--- config.mk ---
export PLATFORM = sky130hd
export DESIGN_NAME = video_palout
export DESIGN_NICKNAME = d
export VERILOG_FILES = /design/src/rtl/video_palout.sv
export SDC_FILE = /design/constraint.sdc
export NUM_CORES = 1
export LEC_CHECK = 0
export CAP_MARGIN = 20
export CORE_MARGIN = 2
export CORE_UTILIZATION = 55
export DETAILED_ROUTE_END_ITERATION = 7
export PLACE_DENSITY = 0.86
export SLEW_MARGIN = 20
export SYNTH_ARGS = -nofsm -noshare
export SYNTH_HDL_FRONTEND = slang
export SYNTH_SLANG_ARGS = --single-unit
--- constraint.sdc ---
create_clock -name clk -period 1.66 [get_ports clk]
set_input_delay 0.332 -clock clk [delete_from_list [all_inputs] [get_ports clk]]
set_output_delay 0.332 -clock clk [all_outputs]
set_load 0.02 [all_outputs]
--- src/rtl/video_palout.sv ---
// Palette lookup and DAC output stage: a two-stage pipeline from colour index and
// video timing flags to registered RGB and sync outputs, with banked palette RAM and readback.
module video_palout #(
    parameter int IDX_W = 4,
    parameter int CW    = 2,
    parameter int NBANK = 2,
    localparam int BW   = $clog2(NBANK),
    localparam int PW   = 3*CW
) (
    input  logic             clk,
    input  logic             rst_n,
    input  logic [IDX_W-1:0] pixel,
    input  logic [IDX_W-1:0] border,
    input  logic             hpix,
    input  logic             vpix,
    input  logic             hblank,
    input  logic             vblank,
    input  logic             hsync,
    input  logic             vsync,
    input  logic [BW-1:0]    bank_sel,
    input  logic             wr_stb,
    input  logic [BW-1:0]    wr_bank,
    input  logic [IDX_W-1:0] wr_idx,
    input  logic [PW-1:0]    wr_data,
    input  logic [BW-1:0]    rd_bank,
    input  logic [IDX_W-1:0] rd_idx,
    output logic [PW-1:0]    rd_data,
    output logic [CW-1:0]    vgrn,
    output logic [CW-1:0]    vred,
    output logic [CW-1:0]    vblu,
    output logic             vhsync,
    output logic             vvsync,
    output logic             vcsync,
    output logic [BW-1:0]    act_bank
);

    localparam int NENT = 2**IDX_W;

    logic [PW-1:0]    r_pal [NBANK][NENT];
    logic [IDX_W-1:0] r_idx1;
    logic             r_blk1;
    logic             r_hs1;
    logic             r_vs1;
    logic             r_vs1_d;
    logic [BW-1:0]    r_act_bank;
    logic [PW-1:0]    r_colour;
    logic             r_vhsync;
    logic             r_vvsync;
    logic             r_vcsync;
    logic [PW-1:0]    r_rd_data;

    logic [IDX_W-1:0] w_idx0;
    logic             w_vid_fwd;
    logic             w_rd_fwd;
    logic             w_vs_rise;
    logic [PW-1:0]    w_lut;
    logic [PW-1:0]    w_rd_val;

    // Default entry: blu/red/grn from index bits 0..2, bit 3 selects full vs half level.
    function automatic logic [PW-1:0] f_default(input int unsigned i);
        logic [CW-1:0] lvl;
        lvl = i[3] ? {CW{1'b1}} : {1'b1, {(CW-1){1'b0}}};
        return {i[2] ? lvl : {CW{1'b0}},
                i[1] ? lvl : {CW{1'b0}},
                i[0] ? lvl : {CW{1'b0}}};
    endfunction

    assign w_idx0    = (hpix & vpix) ? pixel : border;
    assign w_vs_rise = r_vs1 & ~r_vs1_d;
    assign w_vid_fwd = wr_stb && (wr_bank == r_act_bank) && (wr_idx == r_idx1);
    assign w_lut     = w_vid_fwd ? wr_data : r_pal[r_act_bank][r_idx1];
    assign w_rd_fwd  = wr_stb && (wr_bank == rd_bank) && (wr_idx == rd_idx);
    assign w_rd_val  = w_rd_fwd ? wr_data : r_pal[rd_bank][rd_idx];

    always_ff @(posedge clk or negedge rst_n) begin
        if (!rst_n) begin
            for (int b = 0; b < NBANK; b++) begin
                for (int e = 0; e < NENT; e++) begin
                    r_pal[b][e] <= f_default(e);
                end
            end
        end else if (wr_stb) begin
            r_pal[wr_bank][wr_idx] <= wr_data;
        end
    end

    always_ff @(posedge clk or negedge rst_n) begin
        if (!rst_n) begin
            r_idx1     <= '0;
            r_blk1     <= 1'b0;
            r_hs1      <= 1'b0;
            r_vs1      <= 1'b0;
            r_vs1_d    <= 1'b0;
            r_act_bank <= '0;
            r_colour   <= '0;
            r_vhsync   <= 1'b0;
            r_vvsync   <= 1'b0;
            r_vcsync   <= 1'b0;
            r_rd_data  <= '0;
        end else begin
            r_idx1   <= w_idx0;
            r_blk1   <= hblank | vblank;
            r_hs1    <= hsync;
            r_vs1    <= vsync;
            r_vs1_d  <= r_vs1;
            // Bank swap lands on the same edge that loads the next index.
            if (w_vs_rise) begin
                r_act_bank <= bank_sel;
            end
            r_colour  <= r_blk1 ? '0 : w_lut;
            r_vhsync  <= r_hs1;
            r_vvsync  <= r_vs1;
            r_vcsync  <= ~(r_hs1 ^ r_vs1);
            r_rd_data <= w_rd_val;
        end
    end

    assign vgrn     = r_colour[3*CW-1:2*CW];
    assign vred     = r_colour[2*CW-1:CW];
    assign vblu     = r_colour[CW-1:0];
    assign vhsync   = r_vhsync;
    assign vvsync   = r_vvsync;
    assign vcsync   = r_vcsync;
    assign act_bank = r_act_bank;
    assign rd_data  = r_rd_data;

endmodule

Yosys cells after proc, flatten, opt, wreduce, memory -nomap -nowiden
Index checks and enable logic that the tools add are counted.
{"block": "totals", "input_bits": 34, "wordCells": 93, "out_inout_bits": 16, "reg_bits": 215}
{"block": "op_classes", "n_lt_le_gt_ge": 8, "eq_ne": 4, "n_bitwise": 12, "reduce_logical": 6, "muxes": 21}
{"operator": "96-bit two-way mux", "count": 7}
{"operator": "192-bit bitwise mux", "count": 1}
{"operator": "96-bit demux with 1-bit select", "count": 1}
{"operator": "6-bit binary-select mux with 4-bit select", "count": 2}
{"operator": "6-bit two-way mux", "count": 8}
{"operator": "6-bit demux with 4-bit select", "count": 1}
{"operator": "5-bit greater-or-equal comparator (second input constant)", "count": 3}
{"operator": "4-bit NOT with 5-bit output", "count": 3}
{"operator": "4-bit == test", "count": 2}
{"operator": "2-bit greater-or-equal comparator (second input constant)", "count": 3}
{"operator": "1-bit logical AND", "count": 6}
{"operator": "1-bit NOT with 2-bit output", "count": 3}
{"operator": "5-bit by 1-bit less-than comparator with 1-bit output (second input constant)", "count": 1}
{"operator": "4-bit two-way mux", "count": 1}
{"operator": "1-bit AND", "count": 2}
{"operator": "1-bit == test", "count": 2}
{"operator": "2-bit by 1-bit less-than comparator with 1-bit output (second input constant)", "count": 1}
{"operator": "1-bit NOT", "count": 2}
{"operator": "1-bit OR", "count": 1}
{"operator": "1-bit bitwise XOR", "count": 1}

Longest topological paths before layout
Gate-level depths: netlist of the first run.
{"block": "depth", "depth_word": 9, "depth_mapped": 9, "depth_no_buf": 5}

Worst setup path after synthesis of the first run
Ideal clock, no wire load.
{"block": "synth_timing", "kind": "reg-to-reg", "start": "reg r_act_bank (netlist: act_bank)", "end": "reg r_colour[2]", "path_slack_ns": -0.304, "setup_time_ns": 0.121, "t_arrival_ns": 1.843, "period_less_slack_ns": 1.964, "stages_incl_launch_ff": 8, "required_time_ns": 1.539, "n_path_buf": 3, "cell_sequence": "dfrtp_1 -> buf_6 -> buf_6 -> buf_6 -> mux4_2 -> o22ai_1 -> o21bai_1 -> a22o_1"}
{"block": "synth_between", "elab_chain_len": 9, "word_cells_on_any_way": 12, "cone_classes": "1 x eq/ne; 8 x mux; 1 x bitwise; 2 x reduce/logical"}
{"item": "from (decl)", "line_no": "45", "rtl": "logic [BW-1:0] r_act_bank;"}
{"item": "from (signal assigned)", "line_no": "108", "rtl": "r_act_bank <= bank_sel;"}
{"item": "1-bit NOT with 2-bit output (not written as such)", "line_no": "71", "rtl": "assign w_lut = w_vid_fwd ? wr_data : r_pal[r_act_bank][r_idx1];"}
{"item": "96-bit two-way mux (not written as such) (3 in a row)", "line_no": "71"}
{"item": "6-bit binary-select mux with 4-bit select", "line_no": "71"}
{"item": "6-bit two-way mux (not written as such) (2 in a row)", "line_no": "71"}
{"item": "6-bit two-way mux *", "line_no": "71"}
{"item": "6-bit two-way mux *", "line_no": "110", "rtl": "r_colour <= r_blk1 ? '0 : w_lut;"}
{"item": "to (signal assigned)", "line_no": "110"}
{"item": "to (decl)", "line_no": "46", "rtl": "logic [PW-1:0] r_colour;"}
Mark *: on every way between the ends. The rest lies on a longest branch, timed or not. The select of a mux whose other input is x is not followed.
A chain may end at the register's enable or synchronous reset.

Final worst setup path of the first run
{"block": "layout_timing", "start": "reg r_act_bank (netlist: act_bank)", "end": "reg r_colour[0]"}
The elaborated chain is that of the path after synthesis.

==> results.yml, run 1 <==
critical_path:
  cpMaxStageDelayCell: "dfrtp_2"
  crit_path_max_incr_delay_ns: 0.41
  cpMostUsedCell: "buf_6"
  path_class: "reg -> reg"
  cp.required_ns: 2.04
  cp.arrival_ns: 2.37
  path_cells: "buf_6, buf_12, buf_6, nor2b_1, buf_4, a22oi_1, a21oi_2, nor3_2, a22o_1"
  endpoint_kind: "flip-flop"
  critPathLaunchType: "flip-flop"
  crit_fanout: 7
global_routing:
  track_usage: 0.305
  grt_pass1_wl_mm: 50.9
  antenna_found_initial: 0
  first_global_vias: 8718
  overflow: 0
  grt_max_degree: 43
floorplanning:
  die_y_um: 148
  coreArea_sq_mm: 0.0203
  die-area_sq_mm: 0.0220
  io_pins: 50
  fp-row-count: 52
  die_w_um: 148
  start_util: 0.564
status:
  violations: "setup timing"
  status: "finished, violations left"
min_path:
  hold_class: "in -> reg"
drt:
  drt_wl_total_mm: 35.2
  drc: 0
  antenna_left: 0
  wl_per_cell_um: 28.9
  vias: 8529
  drtIter0Drc: 1082
  via_per_inst: 7.01
  drtPass1Iterations: 5
final_layout:
  layout-drive-gt1-share: 0.643
  fin_nets: 962
  syn_to_final_growth_pct: 27.8
  post-route-util: 0.721
  final_cell_mix: "192 x mux2_2, 140 x dfrtp_1, 97 x buf_4"
  layout_commonest_cell: "mux2_2"
  diodes: 0
sta:
  post-route-min-period_ns: 1.99
  rsz0062_at_grt: "true"
  fmax_mhz: 502
  worstMarginPinSlew_ns: 0.539
  relSlewSlack: 0.640
  worst_slack_ns: -0.333
  finalMaxSlewViolations: 0
  period_share: 1.20
  finClkSkew_ns: 0.0210
  setup_viol_count_final: 27
  hold_viol_final: 0
logic_synthesis:
  synth_cells: 770
  ys_top_cells_by_area: "dfrtp_1 31%, mux2_2 19%, dfstp_2 17%"
  netlist_area_sq_mm: 0.0114
  syn-num-nets: 804
  synth_warnings: 0
  ys_ff_latch: 215
  yosysTopAreaCell: "dfrtp_1"
  synth_top_area_frac: 0.313
  synth_cell_type_count: 44
  seq_area_frac_synth: 0.478
  synth_area_per_cell_sq_um: 14.9
place:
  dp_slack_ns: -0.697
  dp_hpwl_mm: 21.4
  port_buffers: 49
  gp_congestion: 0.914
clock_tree:
  clk_pin_slew_ns: 0.06
  cts_tree: "done"
  cts_sinks: 215
  cts_max_path_buffers: 3
  ctsRootBufferMaster: "clkbuf_16"
  clk_latency_ns: 0.53
  cts.htree.levels: 1
  cts_made_buffers: 24
flow_run:
  maxCapViolCount: 0
power_and_ir_drop:
  irDropWorstVdd_mv: 0.963
  p_per_area_mw_per_mm2: 1150
  power_leakage_nw: 6.23
==> power breakdown <==
part | internal (mW) | leakage, nW | total [mW] | switching [mW]
Clock | 3.08 | 0.380 | 5.20 | 2.12
Combinational | 2.43 | 3.29 | 4.22 | 1.80
Sequential | 6.48 | 2.57 | 7.35 | 0.876
==> through the flow <==
stage	setup TNS, ns	hold WS (ns)	instances	power (mW)	instance area, sq um
4_1_cts	-1.48	0.235	1206	16.3	14300
6_report	-2.25	0.251	1216	16.8	14600
3_5_place_dp	-92.46	0.294	1159	10.9	13200
2_1_floorplan	-1.08	0.0364	770	9.50	11500
5_1_grt	-2.82	0.262	1216	17.3	14600
3_3_place_gp	-81.71	0.295	1159	10.7	13200
==> kinds of logic (layout without fill, tap and decap cells) <==
| kind of cell | Yosys count | after routing | synth area share |
|---|---|---|---|
| muxes | 308 | 308 | 0.390 |
| DFF | 215 | 215 | 0.478 |
| and+or+nand+nor | 102 | 102 | 0.0482 |
| AOI/OAI and AO/OA | 76 | 76 | 0.0450 |
| buffers and inverters | 58 | 234 | 0.0303 |
| xor gates and xnor gates | 11 | 11 | 0.00842 |
==> path summary, 6_finish.rpt <==
| path | startpoint | endpoint | slack [ns] | depth (start not counted) |
|---|---|---|---|---|
| hold reg to reg | r_hs1 | vhsync | 0.39 | 0 |
| min in group asynchronous | rst_n | r_pal[56] | 0.32 | 2 |
| setup reg to reg | act_bank | r_colour[0] | -0.33 | 9 |
| hold / removal | vsync | r_vs1 | 0.25 | 1 |
| setup / recovery | act_bank | r_colour[0] | -0.33 | 9 |
| max in group asynchronous | rst_n | r_pal[24] | 0.69 | 3 |
==> sequential cells by signal, summed over array words and instances (netlist names) <==
register and cells:
act_bank 1, r_blk1 1, r_colour 6, r_hs1 1, r_idx1 4, r_pal 192
r_vs1 1, rd_data 6, vcsync 1, vhsync 1, vvsync 1
==> critical path, delay by kind of cell (launching register included) <==
family                 cells  cell delay [ns]
AO/OA/AOI/OAI              3             0.63
buffers and inverters      4             0.62
flip-flops                 1             0.41
AND/OR/NAND/NOR            2             0.19
==> per-layer routing <==
metal	track usage	share of wire	vias to the layer above
li1	-	-	3319
met1	0.399	0.37	4338
met2	0.489	0.47	702
met3	0.0696	0.10	170
met4	0.145	0.054	0
met5	0	0	-
==> cells in the mapped netlist (all sizes together) <==
| library cell | instances |
|---|---|
| a211oi | 2 |
| a21oi | 6 |
| a22o | 8 |
| a22oi | 14 |
| a31oi | 2 |
| and2 | 1 |
| and3 | 1 |
| buf | 29 |
| clkbuf | 28 |
| dfrtp | 143 |
| dfstp | 72 |
| inv | 1 |
| mux2 | 198 |
| mux2i | 26 |
| mux4 | 84 |
| nand2 | 26 |
| nand2b | 7 |
| nand3 | 5 |
| nand3b | 1 |
| nand4 | 3 |
| nand4b | 3 |
| nor2 | 16 |
| nor2b | 9 |
| nor3 | 16 |
| nor3b | 2 |
| nor4 | 2 |
| nor4b | 1 |
| nor4bb | 1 |
| o21ai | 4 |
| o21bai | 6 |
| o22ai | 34 |
| or2 | 2 |
| or3 | 2 |
| or4 | 4 |
| xnor2 | 9 |
| xor2 | 2 |
==> what timing repair did <==
action,CTS,global route
setup buffers,2,10
gates resized for setup,73,73
setup endpoints to repair,50,105
hold endpoints to repair,19,0
gates cloned,0,1
pin swaps,6,20
hold buffers,1,0
==> layout make-up <==
type / count / area, sq um
inverter: 1 / 3.75
clock buffer: 40 / 752
fill: 1194 / 5670
sequential: 215 / 5470
timing repair buffer: 189 / 1950
tap: 270 / 338
clock inverter: 4 / 26.3
multi-input combinational: 497 / 6090
No activity file was read; power rests on OpenSTA's default activity.
==> run 2: changes to the inputs <==
CELL_PAD_IN_SITES_DETAIL_PLACEMENT = 2   (was unset)
CELL_PAD_IN_SITES_GLOBAL_PLACEMENT = 2   (was unset)
CORE_UTILIZATION = 43   (was 55)
DONT_BUFFER_PORTS = 1   (was unset)
PLACE_DENSITY = 0.87   (was 0.86)
==> results.yml, run 2 (same netlist as run 1, synthesis figures left out) <==
place:
  dp_slack_ns: -0.453
  port_buffers: 0
  dp_hpwl_mm: 28.1
  placed_cell_area_sq_mm: 0.0123
  gp_congestion: 0.877
floorplanning:
  coreArea_sq_mm: 0.0261
  io_pins: 50
  die_y_um: 167
  start_util: 0.438
  fp-row-count: 59
  die-area_sq_mm: 0.0279
  die_w_um: 167
drt:
  drtPass1Iterations: 7
  via_per_inst: 7.33
  drc: 4
  drt_wl_total_mm: 56.7
  drtIter0Drc: 1134
  antenna_left: 0
  wl_per_cell_um: 45.8
  vias: 9063
final_layout:
  design_area_sq_mm: 0.0143
  final_cell_mix: "197 x mux2_2, 134 x dfrtp_1, 107 x buf_4"
  multi_input_area_sq_mm: 0.00624
  layout-drive-gt1-share: 0.689
  post-route-util: 0.549
  layout_commonest_cell: "mux2_2"
  nFillCells: 2273
  fin_nets: 916
  top_register: "r_pal"
  largest_reg_flops: 192
  syn_to_final_growth_pct: 25.3
  ff_latch_area_sq_mm: 0.00548
critical_path:
  reg2regPathDepth: 6
  critPathLaunchType: "flip-flop"
  r2r-start: "r_idx1[1]"
  path_class: "reg -> reg"
  cp.required_ns: 2.08
  startpoint: "r_idx1[1]"
  cp.arrival_ns: 2.88
  crit_fanout: 8
  endpoint_kind: "flip-flop"
clock_tree:
  cts_max_path_buffers: 3
  cts.htree.levels: 1
  clk_latency_ns: 0.55
  clk_pin_slew_ns: 0.07
  cts_tree: "done"
  cts_made_buffers: 25
  cts_hold_buf: 20
  ctsRootBufferMaster: "clkbuf_16"
  cts_sinks: 215
sta:
  fmax_mhz: 407
  hold_viol_final: 215
  finClkSkew_ns: 0.0242
  worstMarginPinSlew_ns: 0.787
  post-route-min-period_ns: 2.45
  finalSetupTns_ns: -3.78
  period_share: 1.48
  rsz0062_at_grt: "true"
  relSlewSlack: 0.461
  whs_ns: -0.515
  worst_slack_ns: -0.794
  setup_viol_count_final: 13
  finalMaxSlewViolations: 0
global_routing:
  track_usage: 0.381
  overflow: 0
  antenna_found_initial: 2
  grt_max_degree: 216
  first_global_vias: 9695
  grt_pass1_wl_mm: 76.5
flow_run:
  maxCapViolCount: 0
power_and_ir_drop:
  irDropWorstVdd_mv: 1.07
  p_total_mw: 18.7
  p_per_area_mw_per_mm2: 1310
  power_leakage_nw: 5.91
status:
  violations: "DRC, hold timing, setup timing"
  status: "finished, violations left"
min_path:
  hold_class: "in -> async"
==> run 2: worst paths after layout <==
check / endpoint / slack [ns]
max: r_colour[0] / -0.79
min: r_pal[152] / -0.52
max reg2reg: r_colour[0] / -0.79
min reg2reg: vvsync / 0.42
max in group asynchronous: r_pal[98] / 1.70
min in group clk: rd_data[2] / 0.15
==> run 2: layout make-up <==
class                   count  share of cell area
diodes                      2            0.000349
clock buffers              32              0.0497
clock inverters            13             0.00855
inverters                   1            0.000262
multi-input cells         497               0.435
flip-flops and latches    215               0.382
well taps                 335              0.0292
repair buffers            142              0.0942
==> run 2: power breakdown <==
part,internal [mW],switching (mW)
Combinational,2.63,2.39
Sequential,6.48,1.30
Clock,3.34,2.58
Total,12.4,6.27
==> run 2: worst max-delay path, cell delays in order, from the launching register on <==
cell and delay, ns:
dfrtp_2 0.52, buf_12 0.21, mux2i_1 0.69, a22oi_2 0.24, a21oi_2 0.34, nor3_2 0.09, a22o_1 0.24
==> run 2: stage by stage <==
stage | std cells | hold slack, ns
floorplan | 770 | 0.0364
global placement | 1141 | 0.0555
detailed placement | 1141 | 0.0558
CTS | 1226 | -0.508
global route | 1236 | -0.528
finish | 1237 | -0.515
==> run 2: timing repair <==
action / in CTS / in global routing
pin swaps: 26 / 31
hold endpoints to repair: 425 / 215
cloned: 4 / 1
endpoints found under the setup margin: 12 / 13
buffers inserted: 18 / 11
gates resized for setup: 81 / 61
==> run 2: metal layers <==
| metal | vias to the layer above | routed length [um] | track usage |
|---|---|---|---|
| met1 | 4727 | 20300 | 0.487 |
| met2 | 794 | 25300 | 0.610 |
| met5 | - | 0 | 0 |
| met3 | 314 | 6150 | 0.0830 |
| li1 | 3228 | - | - |
| met4 | 0 | 4930 | 0.209 |
==> variant: new RTL, settings of run 1 <==
The output `rd_data` loses its register stage (`r_rd_data` becomes a continuous assignment).
--- a/src/rtl/video_palout.sv
+++ b/src/rtl/video_palout.sv
@@ -98,3 +98,2 @@
             r_vcsync   <= 1'b0;
-            r_rd_data  <= '0;
         end else begin
@@ -113,5 +112,6 @@
             r_vcsync  <= ~(r_hs1 ^ r_vs1);
-            r_rd_data <= w_rd_val;
         end
     end
+
+    assign r_rd_data = w_rd_val;
 
Behaviour: not the same (Yosys sat finds a counterexample within 4 cycles, from zero or initial values and one cycle with rst_n low).
==> variant against run 1 <==
The flow still finishes with violations (negative setup slack); combinational power up 32%; critical path type is now reg2out; non-clock buffer count up 142; die area down 1.3%; sequential cell count down 6; synthesized cell count down 0.78%; wire length up 12%; cell count up 11%; total power up 5.3%; count of clock-buffer cells in the layout down 7; cell area up 5.2%; worst setup slack worse by 0.69 ns; first-iteration DRC count up 18%; clock skew down 0.011 ns; largest cell class unchanged; synthesized area down 1.3%.
==> variant: results (changes against run 1) <==
metric	value	unit	change
CP startpoint	r_pal[24]$_DFFE_PN1P_		
Num Clock Sinks	209		-2.8%
met3 GRT Util	9.29	%	+2.3 points
post-CTS setup buffers	19		+17
worst-path maximum fanout	3		-4
# clk buffers	33		-18%
Critical-path top delay cell	dfstp_2		
Cells after DPL	1282		+11%
first-pass GRT wire length	57600	um	+13%
final worst slack	-1.02	ns	-0.687 ns
final setup fails	35		+30%
Net Count, Synth	798		-0.75%
vias	9274		+8.7%
wire length on met1	13800	um	+4.7%
status	finished, violations left		
Layout Nets	1097		+14%
maximum vdd drop	785	uV	-18%
Worst Reg-to-Reg Cells	7		-2
Num CTS Buffers	23		-4.2%
post_cts resized	131		+79%
wire per inst	29.1	um	+0.57%
Avg Cell Area, Syn	14.8	um^2	-0.54%
met2 usage	55.7	%	+6.7 points
synth cell count leaders	198 x mux2_2, 137 x dfrtp_1, 72 x dfstp_2		
HPWL after detailed placement	23700	um	+10%
final instance count without filler cells	1351		+11%
Lkg Pwr	6.79	nW	+9.0%
violated checks	negative setup slack		
critical path endpoint	rd_data[0]		
crit path DAT	2.35	ns	-0.02 ns
[variant: worst min-delay path by stage]
stage	from	endpoint	slack [ns]	cells after the start
2_1_floorplan	rst_n	act_bank$_DFFE_PN0P_	0.04	0
3_3_place_gp	rst_n	r_pal[103]$_DFFE_PN0P_	0.28	1
3_5_place_dp	rst_n	r_pal[103]$_DFFE_PN0P_	0.28	1
4_1_cts	vsync	r_vs1$_DFF_PN0_	0.26	1
5_1_grt	hsync	r_hs1$_DFF_PN0_	0.27	1
6_report	vsync	r_vs1$_DFF_PN0_	0.27	1
[variant: kinds of logic (layout without fill, tap and decap cells)]
family	count (synthesis)	after routing	synth area share, %
compound gates	76	76	4.56
simple gates	102	102	4.89
flops	209	209	47.1
other cells	0	2	0
xor+xnor	11	11	0.853
mux	308	308	39.5
buf+inv	58	373	3.07
[variant: where the power goes]
group | switching, W | internal (W)
Sequential | 0.000694 | 0.00630
Combinational | 0.00235 | 0.00322
Clock | 0.00214 | 0.00296
Total | 0.00519 | 0.0125
